$ cat config.mk
export PLATFORM = sky130hd
export DESIGN_NAME = pulse_train_gen
export DESIGN_NICKNAME = d
export VERILOG_FILES = /design/src/rtl/pulse_train_gen.sv
export SDC_FILE = /design/constraint.sdc
export NUM_CORES = 1
export LEC_CHECK = 0
export ABC_AREA = 1
export ABC_CLOCK_PERIOD_IN_PS = 4030
export CORE_MARGIN = 2
export CORE_UTILIZATION = 35
export CTS_CLUSTER_SIZE = 40
export DETAILED_ROUTE_END_ITERATION = 8
export DONT_BUFFER_PORTS = 1
export GPL_ROUTABILITY_DRIVEN = 0
export PLACE_DENSITY = 0.57
export SLEW_MARGIN = 30
export SYNTH_ARGS = -nofsm -noshare
export SYNTH_HDL_FRONTEND = slang
export SYNTH_SLANG_ARGS = --single-unit
$ cat constraint.sdc
create_clock -name sys_clk -period 4.03 [get_ports sys_clk]
set_clock_uncertainty 0.05 [all_clocks]
set_input_delay 1.209 -clock sys_clk [delete_from_list [all_inputs] [get_ports sys_clk]]
set_output_delay 1.209 -clock sys_clk [all_outputs]
set_load 0.01 [all_outputs]
$ cat src/rtl/pulse_train_gen.sv
`default_nettype none
// ============================================================================
// Module   : pulse_train_gen
// Purpose  : Turns each accepted trigger from the trigger selector into one
//            burst of N fixed-width pulses for the IRE output stage. While a
//            burst is in flight, further triggers are rejected and flagged.
//            A sticky finished flag stops all activity once the latched
//            trigger count reaches the programmed burst limit.
// Ports    : sys_clk, rst_n (async, active-low), en, trig, trig_count,
//            pulse_width, pulse_gap, pulses_per_burst, burst_limit
//            -> pulse_p, pulse_n, busy, burst_done, missed_trig, finished
// Options  : PULSE_BIPHASIC_EN - when defined each pulse becomes
//            POS(w) -> DEAD(DEAD_CYC) -> NEG(w); otherwise pulse_n is tied 0.
// Revision : 1.0 - initial release
// ============================================================================
module pulse_train_gen #(
    parameter int CNT_W    = 16,
    parameter int CNT_IN_W = 10,
    parameter int DEAD_CYC = 4
) (
    input  logic                sys_clk,
    input  logic                rst_n,
    input  logic                en,
    input  logic                trig,
    input  logic [CNT_IN_W-1:0] trig_count,
    input  logic [CNT_W-1:0]    pulse_width,
    input  logic [CNT_W-1:0]    pulse_gap,
    input  logic [7:0]          pulses_per_burst,
    input  logic [CNT_IN_W-1:0] burst_limit,
    output logic                pulse_p,
    output logic                pulse_n,
    output logic                busy,
    output logic                burst_done,
    output logic                missed_trig,
    output logic                finished
);

    localparam logic [2:0] S_IDLE = 3'd0;
    localparam logic [2:0] S_POS  = 3'd1;
    localparam logic [2:0] S_GAP  = 3'd2;
`ifdef PULSE_BIPHASIC_EN
    localparam logic [2:0] S_DEAD = 3'd3;
    localparam logic [2:0] S_NEG  = 3'd4;
`endif

    // A dead time of zero would collapse the DEAD phase; keep at least one cycle.
    localparam logic [CNT_W-1:0] C_DEAD_EFF = (DEAD_CYC < 1) ? CNT_W'(1) : CNT_W'(DEAD_CYC);
    localparam logic [CNT_W-1:0] C_ONE      = CNT_W'(1);

    logic [2:0]          r_state;
    logic [CNT_W-1:0]    r_tcnt;     // cycle number within the current phase, starts at 1
    logic [7:0]          r_pcnt;     // completed pulses in this burst
    logic [CNT_W-1:0]    r_width;
    logic [CNT_W-1:0]    r_gap;
    logic [7:0]          r_n;
    logic [CNT_IN_W-1:0] r_count;

    logic [CNT_W-1:0]    w_width_eff;
    logic [CNT_W-1:0]    w_gap_eff;
    logic                w_last;
    logic                w_limit_hit;
    logic                w_accept_hit;

    assign w_width_eff  = (pulse_width == '0) ? C_ONE : pulse_width;
    assign w_gap_eff    = (pulse_gap == '0) ? C_ONE : pulse_gap;
    // Nine-bit compare so the pulse counter never wraps against N.
    assign w_last       = ({1'b0, r_pcnt} + 9'd1) >= {1'b0, r_n};
    assign w_limit_hit  = (burst_limit != '0) && (r_count >= burst_limit);
    // N=0 finishes on the accept edge, before the latched count is visible.
    assign w_accept_hit = (burst_limit != '0) && (trig_count >= burst_limit);

`ifndef PULSE_BIPHASIC_EN
    assign pulse_n = 1'b0;
    logic unused_dead_cfg;
    assign unused_dead_cfg = ^C_DEAD_EFF;
`endif

    always_ff @(posedge sys_clk or negedge rst_n) begin
        if (!rst_n) begin
            r_state     <= S_IDLE;
            r_tcnt      <= '0;
            r_pcnt      <= '0;
            r_width     <= '0;
            r_gap       <= '0;
            r_n         <= '0;
            r_count     <= '0;
            pulse_p     <= 1'b0;
            busy        <= 1'b0;
            burst_done  <= 1'b0;
            missed_trig <= 1'b0;
            finished    <= 1'b0;
`ifdef PULSE_BIPHASIC_EN
            pulse_n     <= 1'b0;
`endif
        end else begin
            burst_done  <= 1'b0;
            missed_trig <= 1'b0;
            if (!en) begin
                // Abort: drop everything without signalling burst_done.
                r_state  <= S_IDLE;
                r_tcnt   <= '0;
                r_pcnt   <= '0;
                pulse_p  <= 1'b0;
                busy     <= 1'b0;
                finished <= 1'b0;
`ifdef PULSE_BIPHASIC_EN
                pulse_n  <= 1'b0;
`endif
            end else begin
                if (trig && !finished && (r_state != S_IDLE)) begin
                    missed_trig <= 1'b1;
                end
                case (r_state)
                    S_IDLE: begin
                        busy <= 1'b0;
                        if (trig && !finished) begin
                            r_width <= w_width_eff;
                            r_gap   <= w_gap_eff;
                            r_n     <= pulses_per_burst;
                            r_count <= trig_count;
                            r_pcnt  <= '0;
                            r_tcnt  <= C_ONE;
                            busy    <= 1'b1;
                            if (pulses_per_burst == 8'd0) begin
                                burst_done <= 1'b1;
                                if (w_accept_hit) begin
                                    finished <= 1'b1;
                                end
                            end else begin
                                r_state <= S_POS;
                                pulse_p <= 1'b1;
                            end
                        end
                    end
                    S_POS: begin
                        if (r_tcnt >= r_width) begin
                            pulse_p <= 1'b0;
                            r_tcnt  <= C_ONE;
`ifdef PULSE_BIPHASIC_EN
                            r_state <= S_DEAD;
`else
                            if (w_last) begin
                                r_state    <= S_IDLE;
                                busy       <= 1'b0;
                                burst_done <= 1'b1;
                                if (w_limit_hit) begin
                                    finished <= 1'b1;
                                end
                            end else begin
                                r_state <= S_GAP;
                                r_pcnt  <= r_pcnt + 8'd1;
                            end
`endif
                        end else begin
                            r_tcnt <= r_tcnt + C_ONE;
                        end
                    end
                    S_GAP: begin
                        if (r_tcnt >= r_gap) begin
                            r_state <= S_POS;
                            pulse_p <= 1'b1;
                            r_tcnt  <= C_ONE;
                        end else begin
                            r_tcnt <= r_tcnt + C_ONE;
                        end
                    end
`ifdef PULSE_BIPHASIC_EN
                    S_DEAD: begin
                        if (r_tcnt >= C_DEAD_EFF) begin
                            r_state <= S_NEG;
                            pulse_n <= 1'b1;
                            r_tcnt  <= C_ONE;
                        end else begin
                            r_tcnt <= r_tcnt + C_ONE;
                        end
                    end
                    S_NEG: begin
                        if (r_tcnt >= r_width) begin
                            pulse_n <= 1'b0;
                            r_tcnt  <= C_ONE;
                            if (w_last) begin
                                r_state    <= S_IDLE;
                                busy       <= 1'b0;
                                burst_done <= 1'b1;
                                if (w_limit_hit) begin
                                    finished <= 1'b1;
                                end
                            end else begin
                                r_state <= S_GAP;
                                r_pcnt  <= r_pcnt + 8'd1;
                            end
                        end else begin
                            r_tcnt <= r_tcnt + C_ONE;
                        end
                    end
`endif
                    default: begin
                        r_state <= S_IDLE;
                        pulse_p <= 1'b0;
                        busy    <= 1'b0;
`ifdef PULSE_BIPHASIC_EN
                        pulse_n <= 1'b0;
`endif
                    end
                endcase
            end
        end
    end

endmodule
`default_nettype wire
==> reports/results.md, run 1 <==
Outcome
• **status** finished clean

Power
• **maximum resistive drop on vdd** 298 µV
• **areal power density over the cells** 554 mW/mm²
• **Pleak** 3.14 nW
• **Design Power** 0.00330 W

Synthesis
• **Mapped Nets** 815
• **arithmetic-cell share of the synthesized area counting full adders, half adders and majority gates** 15.1%
• **most area-hungry cell type in the Yosys netlist** dfrtp_1
• **fraction of post-synthesis cell area in the top cell type by area** 36.6%
• **number of distinct library cells after synthesis** 37
• **fraction of synthesized area in multiplexers** 3.30%
• **area fraction in compound gates after synthesis** 7.69%
• **most frequent cell after synthesis** nand2_1
• **register bit total from synthesis** 80
• **warning count from the yosys run** 0
• **count of flip-flops with a built-in enable after synthesis** 0
• **top cell types by occurrence after synthesis** nand2_1, inv_1, dfrtp_1
• **leading cell types by total area after synthesis** dfrtp_1, ha_1, nand2_1
• **share of synthesized cell area in and, or, nand and nor gates** 25.4%
• **Async S/R FF share, synth** 100%
• **most used flip-flop cell after synthesis** dfrtp_1
• **sequential fraction of the synthesis area** 36.6%
• **xor/xnor share of the synthesized area** 2.72%
• **dominant combinational cell family by area after synthesis** simple AND/OR/NAND/NOR gates
• **mean cell area of the mapped netlist** 7.98 µm²
• **instance count of the mapped netlist** 685
• **netlist area before placement** 0.00547 mm²

Clock tree
• **number of gates given a new drive strength after cts** 0
• **Hold Buf Count CTS** 0
• **total setup buffers inserted after CTS** 0
• **number of levels in the clock H-tree** 3
• **later-pin clock latency in the skew report** 0.34 ns
• **buffers from clock root to sink, at most** 2
• **clk sinks** 80
• **clock slew at reported path FFs** 0.06 ns
• **Inserted Clock Buffers** 9
• **clock root buffer** clkbuf_16
• **CTS tree** done

Timing
• **count of endpoints failing hold in the final timing report** 0
• **relative max-transition margin** 44.0%
• **RSZ-0062 raised after global routing** no
• **total of endpoints with negative setup slack in the final report** 0
• **number of slew-limit violations in the final report** 0
• **fin crit period** 2.60 ns
• **total negative slack** 0 ns
• **Worst Max-Slew Pin Slew** 0.833 ns
• **final clock period utilization by the worst path** 64.6%
• **fmax** 0.384 GHz

Routing
• **post-detailed-route via-to-cell ratio** 4.85
• **Detailed Route Iter0 Violations** 245
• **total length of routed wires** 12600 µm
• **wire length per cell after detailed routing** 14.0 µm
• **overall via count from detail_route** 4346
• **count of unresolved DRC violations after routing** 0
• **number of nets with antenna violations after detailed routing** 0
• **Pre-antenna DRT Iters** 4

Finish
• **Area Overhead vs Synth** 8.84%
• **layout cell share with drive strength beyond 1** 9.91%
• **number of antenna diodes** 0
• **count of nets after finishing** 812
• **filler cell count** 1575

Worst hold path
• **Hold Crit Class** reg -> reg

Place
• **placed wire-length estimate after detailed placement** 9620 µm
• **Buffers on Ports** 0

Die
• **Core Area** 0.0153 mm²
• **effective utilization at floorplan** 35.8%
• **std cell rows** 45
• **area enclosed by the die boundary** 0.0166 mm²
• **Top Ports** 70
• **Die H** 129 µm
• **width of the die** 129 µm

Setup path
• **data required time at the worst endpoint** 4.21 ns
• **CP arrival** 2.78 ns
• **Worst Setup End Kind** flop
• **largest driver fanout on the critical path** 9
• **CP startpoint kind** flop
• **critical path start-end classification** reg -> reg

Global route
• **first-pass GRT wire length** 21200 µm
• **GRT Util Overall** 16.3%
• **antenna violations before repair** 0
• **largest net degree at the start of global routing** 81
• **vias in the first global route** 4334
• **remaining global-route overflow** 0

Run
• **number of max-cap violations** 0

[report_power, final]
group	total (W)	switching, W	internal [W]
Combinational	0.00125	0.000771	0.000481
Sequential	0.00124	0.000166	0.00107
Clock	0.000806	0.000314	0.000492
[path summary, 6_finish.rpt]
path	startpoint	endpoint	slack (ns)	cells after the start
hold / removal	r_width[14]	r_width[14]	0.42	2
setup reg to reg	r_pcnt[0]	r_pcnt[7]	1.43	17
setup / recovery	r_pcnt[0]	r_pcnt[7]	1.43	17
min in group asynchronous	rst_n	r_pcnt[3]	0.51	0
max in group asynchronous	rst_n	r_count[9]	3.27	0
hold reg to reg	r_width[14]	r_width[14]	0.42	2
[critical path, cell delays in order, from the launching register on]
cell and delay, ns:
dfrtp_1 0.44, ha_1 0.21, nand3_1 0.13, nor2_1 0.19
xor2_1 0.22, ha_1 0.28, nand2_1 0.07, inv_1 0.03
nand2_1 0.05, nand2_1 0.05, nand2_1 0.07, nand2_1 0.07
nand2_1 0.06, nand2_1 0.07, nor2_4 0.21, inv_2 0.13
nand2_1 0.08, nand2_1 0.05
[routing by layer]
layer	GRT usage, %	wire length (µm)
met4	5.69	133
met3	4.07	641
met2	26.5	6010
met5	0	0
met1	21.1	5780
[layout by cell type (no fill, tap or decap), types with 2 or more instances in the layout]
cell,n
nand2_1,176
inv_1,99
dfrtp_1,80
ha_1,66
nand3_1,56
nor2_1,34
a21oi_1,34
o21ai_0,17
mux2_2,16
nand4_1,13
xor2_1,12
nor4_1,9
o21ai_2,9
clkbuf_16,9
inv_2,6
nor3_1,5
nand2_2,5
xnor2_1,5
o21bai_1,4
nor2_2,3
nand3_2,3
buf_4,3
o21a_1,2
nor3_2,2
o21ai_1,2
clkbuf_1,2
[final cells by class]
cell class	count	area [µm²]	area share, %
Clock buffer	12	246	4.14
Clock inverter	3	42.5	0.715
Inverter	106	400	6.73
Multi-Input combinational cell	482	2970	49.9
Sequential cell	80	2000	33.6
Tap cell	211	264	4.44
Timing Repair Buffer	3	22.5	0.379
[sequential cells by signal, indices dropped and copies added, names as in the netlist]
signal       count
missed_trig      1
r_n              8
burst_done       1
r_tcnt          16
finished         1
r_count         10
busy             1
r_state          1
pulse_p          1
r_pcnt           8
r_gap           16
r_width         16
[stage by stage]
stage	setup slack [ns]	hold slack (ns)	utilization, %	std cells	cell area, µm²
3_3_place_gp	1.22	0.408	37.1	882	5660
2_1_floorplan	1.64	0.392	-	685	5470
5_1_grt	1.11	0.445	39.0	897	5950
3_5_place_dp	1.17	0.409	37.1	882	5660
6_report	1.43	0.418	39.0	897	5950
4_1_cts	1.41	0.424	39.0	897	5950
[cell families after synthesis]
family,count (synthesis)
AOI/OAI and AO/OA,71
xor gates and xnor gates,17
adders and majority gates,66
buffers and inverters,123
DFF,80
muxes,16
other,1
and+or+nand+nor,311
Power figures use the tool's default switching activity.
==> run 2, diff against run 1 <==
--- a/config.mk
+++ b/config.mk
@@ -6,7 +6,7 @@
 export NUM_CORES = 1
 export LEC_CHECK = 0
 export ABC_AREA = 1
-export ABC_CLOCK_PERIOD_IN_PS = 4030
+export ABC_CLOCK_PERIOD_IN_PS = 2700
 export CORE_MARGIN = 2
 export CORE_UTILIZATION = 35
 export CTS_CLUSTER_SIZE = 40
==> constraint.sdc (replaced) <==
create_clock -name sys_clk -period 2.7 [get_ports sys_clk]
set_clock_uncertainty 0.05 [all_clocks]
set_input_delay 0.81 -clock sys_clk [delete_from_list [all_inputs] [get_ports sys_clk]]
set_output_delay 0.81 -clock sys_clk [all_outputs]
set_load 0.01 [all_outputs]
==> run 2 against run 1 <==
- wire length rose by 0.40%
- critical path depth fell by 2
- via count rose by 0.14%
- first-iteration DRC count fell by 27%
- non-clock buffer count rose by 5
- critical path type unchanged
- highest routed layer unchanged
==> reports/results.md, run 2 (same netlist as run 1, synthesis figures left out) <==
Global route
• **first-pass GRT wire length** 21600 µm
• **remaining global-route overflow** 0
• **largest net degree at the start of global routing** 81
• **met1 track demand over resource in global routing** 20.9%
• **vias in the first global route** 4481
• **GRT Util Overall** 16.5%
• **antenna violations before repair** 0
• **GR Layer Usage met3** 4.37%
• **most used routing layer** met2
• **global routing met2 resource utilization** 27.3%

Place
• **Setup WS pre-CTS** 0.104 ns
• **placed wire-length estimate after detailed placement** 9600 µm
• **Buffers on Ports** 0

Setup path
• **beginning of the critical path** r_pcnt[0]
• **Most common cell on crit path** nand2_1
• **number of gates on the worst path with buffers counted** 15
• **largest delay contributor family on the critical path** simple AND/OR/NAND/NOR gates
• **CP startpoint kind** flop
• **critical path start-end classification** reg -> reg
• **worst flop-to-flop path startpoint** r_pcnt[0]
• **Reg2Reg Depth** 15
• **largest driver fanout on the critical path** 5
• **crit path capture** r_pcnt[1]
• **data required time at the worst endpoint** 2.93 ns
• **capturing point of the worst reg2reg path** r_pcnt[1]
• **CP arrival** 2.68 ns
• **crit path max-delay cell type** dfrtp_2
• **highest cell delay on the worst timing path** 0.40 ns
• **crit path buf inv count** 1
• **series of cell instances along the critical path** ha_1 > nand3_2 > nor2_2 > xor2_1 > ha_1 > a21oi_1 > nand2_1 > nand2_1 > nand2_1 > nand2_1 > nand2_1 > nor2_4 > buf_4 > nand3_1 > nand2_1
• **setup slack of the most critical reg-to-reg path** 0.25 ns
• **Worst Setup End Kind** flop

Timing
• **count of endpoints failing hold in the final timing report** 0
• **number of slew-limit violations in the final report** 0
• **fmax** 0.408 GHz
• **RSZ-0062 raised after global routing** no
• **Worst Max-Slew Pin Slew** 0.748 ns
• **fin crit period** 2.45 ns
• **worst setup margin** 0.252 ns
• **total of endpoints with negative setup slack in the final report** 0
• **Min Hold Slack** 0.120 ns
• **final clock period utilization by the worst path** 90.7%
• **relative max-transition margin** 49.6%
• **total negative slack** 0 ns

Clock tree
• **clock slew at reported path FFs** 0.06 ns
• **clk sinks** 80
• **number of levels in the clock H-tree** 3
• **clock root buffer** clkbuf_16
• **buffers from clock root to sink, at most** 2
• **Inserted Clock Buffers** 9
• **CTS tree** done
• **later-pin clock latency in the skew report** 0.34 ns

Die
• **width of the die** 129 µm
• **Core Area** 0.0153 mm²
• **Top Ports** 70
• **effective utilization at floorplan** 35.8%
• **Die H** 129 µm
• **area enclosed by the die boundary** 0.0166 mm²
• **std cell rows** 45

Finish
• **leading cell type in the layout, fill and taps excluded** nand2_1
• **count of nets after finishing** 817
• **highest-count cells in the layout ignoring fill and taps** nand2_1, inv_1, dfrtp_1
• **layout cell share with drive strength beyond 1** 11.3%
• **Area Overhead vs Synth** 11.0%
• **number of antenna diodes** 0
• **biggest regs** r_gap (16), r_tcnt (16), r_width (16)

Outcome
• **status** finished clean

Routing
• **post-detailed-route via-to-cell ratio** 4.82
• **wire length per cell after detailed routing** 14.0 µm
• **total length of routed wires** 12600 µm
• **Detailed Route Iter0 Violations** 179
• **Pre-antenna DRT Iters** 4
• **number of nets with antenna violations after detailed routing** 0
• **overall via count from detail_route** 4352
• **count of unresolved DRC violations after routing** 0

Worst hold path
• **Hold Crit Class** in -> async

Power
• **maximum resistive drop on vdd** 442 µV
• **Pleak** 3.20 nW
• **areal power density over the cells** 857 mW/mm²

Run
• **number of max-cap violations** 0

-- run 2: how the worst min path moves through the flow --
stage	to
detailed placement	r_width[12]
floorplan	r_gap[15]
global route	r_pcnt[0]
finish	r_pcnt[3]
CTS	r_n[3]
global placement	r_width[1]
-- run 2: routing by layer --
metal  share of wire (%)  vias to the layer above
met5                   0                        -
met1                  46                     2020
li1                    -                     2234
met2                  47                       83
met4                 1.9                        0
met3                 4.9                       15
-- run 2: worst reg2reg max path: stages, from the launching register on --
cell     delay [ns]
dfrtp_2        0.40
ha_1           0.21
nand3_2        0.11
nor2_2         0.15
xor2_1         0.24
ha_1           0.29
a21oi_1        0.16
nand2_1        0.07
nand2_1        0.07
nand2_1        0.07
nand2_1        0.06
nand2_1        0.08
nor2_4         0.14
buf_4          0.15
nand3_1        0.07
nand2_1        0.07
-- run 2: stage by stage --
stage / instances / total power (W) / utilization (%) / cell area (µm²)
finish: 903 / 0.00520 / 39.8 / 6070
global route: 903 / 0.00570 / 39.8 / 6070
CTS: 901 / 0.00523 / 39.6 / 6040
detailed placement: 885 / 0.00379 / 37.3 / 5700
global placement: 885 / 0.00369 / 37.3 / 5700
floorplan: 685 / 0.00331 / - / 5470
-- run 2: repair_timing --
action,in CTS,in global routing
gates resized for setup,0,3
setup buffers,0,2
setup endpoints to repair,0,9
hold buffers,0,0
-- run 2: power breakdown --
part / switching, W / internal [W]
clock network: 0.000487 / 0.000929
registers: 0.000246 / 0.00160
logic: 0.00117 / 0.000770
-- run 2: final cells by class --
type | count | area, µm²
Fill cell | 1534 | 9190
Inverter | 106 | 400
Multi-Input combinational cell | 482 | 2980
Clock inverter | 5 | 104
Tap cell | 211 | 264
Clock buffer | 11 | 243
Timing Repair Buffer | 8 | 72.6
Sequential cell | 80 | 2000
==> run 3, diff against run 2 <==
--- a/config.mk
+++ b/config.mk
@@ -7,13 +7,14 @@
 export LEC_CHECK = 0
 export ABC_AREA = 1
 export ABC_CLOCK_PERIOD_IN_PS = 2700
+export CAP_MARGIN = 20
 export CORE_MARGIN = 2
-export CORE_UTILIZATION = 35
+export CORE_UTILIZATION = 25
 export CTS_CLUSTER_SIZE = 40
 export DETAILED_ROUTE_END_ITERATION = 8
 export DONT_BUFFER_PORTS = 1
 export GPL_ROUTABILITY_DRIVEN = 0
-export PLACE_DENSITY = 0.57
+export PLACE_DENSITY = 0.46
 export SLEW_MARGIN = 30
 export SYNTH_ARGS = -nofsm -noshare
 export SYNTH_HDL_FRONTEND = slang
==> run 3 against run 2 <==
- sequential share of layout area shrank 0.69 points
- die area grew 39%
- hold slack lost 0.014 ns
- clock-buffer cell count shrank 2
- flip-flop and latch count is the same
- fmax shrank 0.79%
- sequential power is essentially flat
- combinational power is essentially flat
- critical endpoint is now r_pcnt[2]
- largest cell class unchanged
==> reports/results.md, run 3 (same netlist as run 1, synthesis figures left out) <==
Setup path
• **Most common cell on crit path** nand2_1
• **highest cell delay on the worst timing path** 0.39 ns
• **beginning of the critical path** r_pcnt[0]
• **largest driver fanout on the critical path** 5
• **crit path max-delay cell type** dfrtp_1
• **CP arrival** 2.70 ns
• **critical path start-end classification** reg -> reg
• **data required time at the worst endpoint** 2.94 ns
• **Worst Setup End Kind** flop
• **series of cell instances along the critical path** ha_2 > nand3_4 > xor2_2 > ha_1 > nand2_1 > inv_1 > nand2_1 > nand3_1 > nand2_1 > nand2_1 > nand2_2 > nand2_1 > nand2_1 > nand2_1 > nor2_4 > buf_6 > nand3_1 > nand2_1
• **CP startpoint kind** flop
• **worst flop-to-flop path startpoint** r_pcnt[0]

Global route
• **remaining global-route overflow** 0
• **largest net degree at the start of global routing** 81
• **GRT Util Overall** 12.3%
• **first-pass GRT wire length** 22900 µm
• **vias in the first global route** 4346
• **antenna violations before repair** 0

Place
• **Post-Place Cells** 957
• **instance area at placement** 0.00580 mm²
• **Buffers on Ports** 0
• **placed wire-length estimate after detailed placement** 10100 µm

Routing
• **Detailed Route Iter0 Violations** 194
• **wire length per cell after detailed routing** 13.7 µm
• **overall via count from detail_route** 4265
• **total length of routed wires** 13400 µm
• **post-detailed-route via-to-cell ratio** 4.37
• **count of unresolved DRC violations after routing** 0
• **Pre-antenna DRT Iters** 4
• **number of nets with antenna violations after detailed routing** 0

Clock tree
• **clock slew at reported path FFs** 0.06 ns
• **clk sinks** 80
• **later-pin clock latency in the skew report** 0.35 ns
• **buffers from clock root to sink, at most** 2
• **clock root buffer** clkbuf_16
• **number of levels in the clock H-tree** 3
• **Inserted Clock Buffers** 9
• **CTS tree** done

Die
• **effective utilization at floorplan** 25.3%
• **std cell rows** 54
• **Die H** 152 µm
• **Core Area** 0.0216 mm²
• **area enclosed by the die boundary** 0.0231 mm²
• **Top Ports** 70
• **width of the die** 152 µm

Timing
• **Min Hold Slack** 0.105 ns
• **total negative slack** 0 ns
• **fmax** 0.405 GHz
• **number of slew-limit violations in the final report** 0
• **fin crit period** 2.47 ns
• **final clock period utilization by the worst path** 91.4%
• **total of endpoints with negative setup slack in the final report** 0
• **count of endpoints failing hold in the final timing report** 0

Finish
• **layout cell share with drive strength beyond 1** 12.7%
• **Area Overhead vs Synth** 13.3%
• **register area** 0.00200 mm²
• **biggest regs** r_gap (16), r_tcnt (16), r_width (16)
• **footprint of the multi-input gates** 0.00302 mm²
• **number of antenna diodes** 0
• **highest-count cells in the layout ignoring fill and taps** nand2_1, inv_1, dfrtp_1
• **leading cell type in the layout, fill and taps excluded** nand2_1
• **Non-Filler Cell Area, Final** 0.00620 mm²
• **count of nets after finishing** 820
• **filler cell count** 2337
• **number of standard cells in the layout, taps in and fillers out** 975

Power
• **areal power density over the cells** 830 mW/mm²
• **Design Power** 0.00514 W
• **Net Switching** 0.00195 W
• **Pleak** 3.21 nW
• **portion of total power attributed to the clock network** 26.0%
• **Net Sw Frac** 37.8%
• **Internal Dissipation** 0.00319 W
• **Seq pwr share** 36.0%
• **maximum resistive drop on vdd** 311 µV
• **combinational power share** 38.0%

Run
• **number of max-cap violations** 0

Worst hold path
• **Hold Crit Class** in -> async

Outcome
• **status** finished clean

==> run 3: worst paths after layout <==
kind / end / slack, ns / cells after the start
min reg2reg: r_width[2] / 0.42 / 2
min in group sys_clk: r_width[2] / 0.42 / 2
max reg2reg: r_pcnt[2] / 0.23 / 18
min: r_n[3] / 0.11 / 0
max in group asynchronous: r_gap[11] / 2.29 / 0
max: r_pcnt[2] / 0.23 / 18
==> run 3: power groups by stage <==
stage / registers [W] / logic (W) / clock network [W]
2_1_floorplan: 0.00179 / 0.00151 / 0
5_1_grt: 0.00191 / 0.00230 / 0.00144
4_1_cts: 0.00186 / 0.00196 / 0.00139
6_report: 0.00185 / 0.00195 / 0.00134
3_5_place_dp: 0.00188 / 0.00195 / 0
3_3_place_gp: 0.00187 / 0.00193 / 0
==> run 3: area by class of cell <==
| class | instances | area share (%) |
|---|---|---|
| Clock inverter | 7 | 1.53 |
| Timing Repair Buffer | 11 | 1.60 |
| Sequential cell | 80 | 32.3 |
| Inverter | 106 | 6.50 |
| Multi-Input combinational cell | 482 | 48.7 |
| Tap cell | 280 | 5.65 |
| Clock buffer | 9 | 3.63 |
==> run 3: critical path, delay by kind of cell (launching register included) <==
family                   cells  cell delay (ns)
AND/OR/NAND/NOR             13             1.04
adder cells (fa/ha/maj)      2             0.53
flip-flops                   1             0.39
XOR/XNOR                     1             0.20
buffers and inverters        2             0.19
==> run 3: what timing repair did <==
item / in CTS / in global routing
hold buffers: 0 / 0
buffers inserted: 0 / 2
resized for setup: 0 / 13
setup endpoints to repair: 0 / 8
==> run 3: per-stage QoR <==
stage / worst slack [ns] / utilization, %
3_5_place_dp: 0.256 / 26.8
6_report: 0.232 / 28.7
2_1_floorplan: 0.448 / -
4_1_cts: 0.233 / 28.3
3_3_place_gp: 0.284 / 26.8
5_1_grt: -0.0248 / 28.7
==> run 3: per-layer routing <==
metal / routed length, µm / global-route usage, % / part of all wire [%]
met4: 212 / 3.78 / 1.6
met1: 6780 / 17.1 / 51
met5: 0 / 0 / 0
met3: 448 / 2.97 / 3.3
met2: 5970 / 18.9 / 45
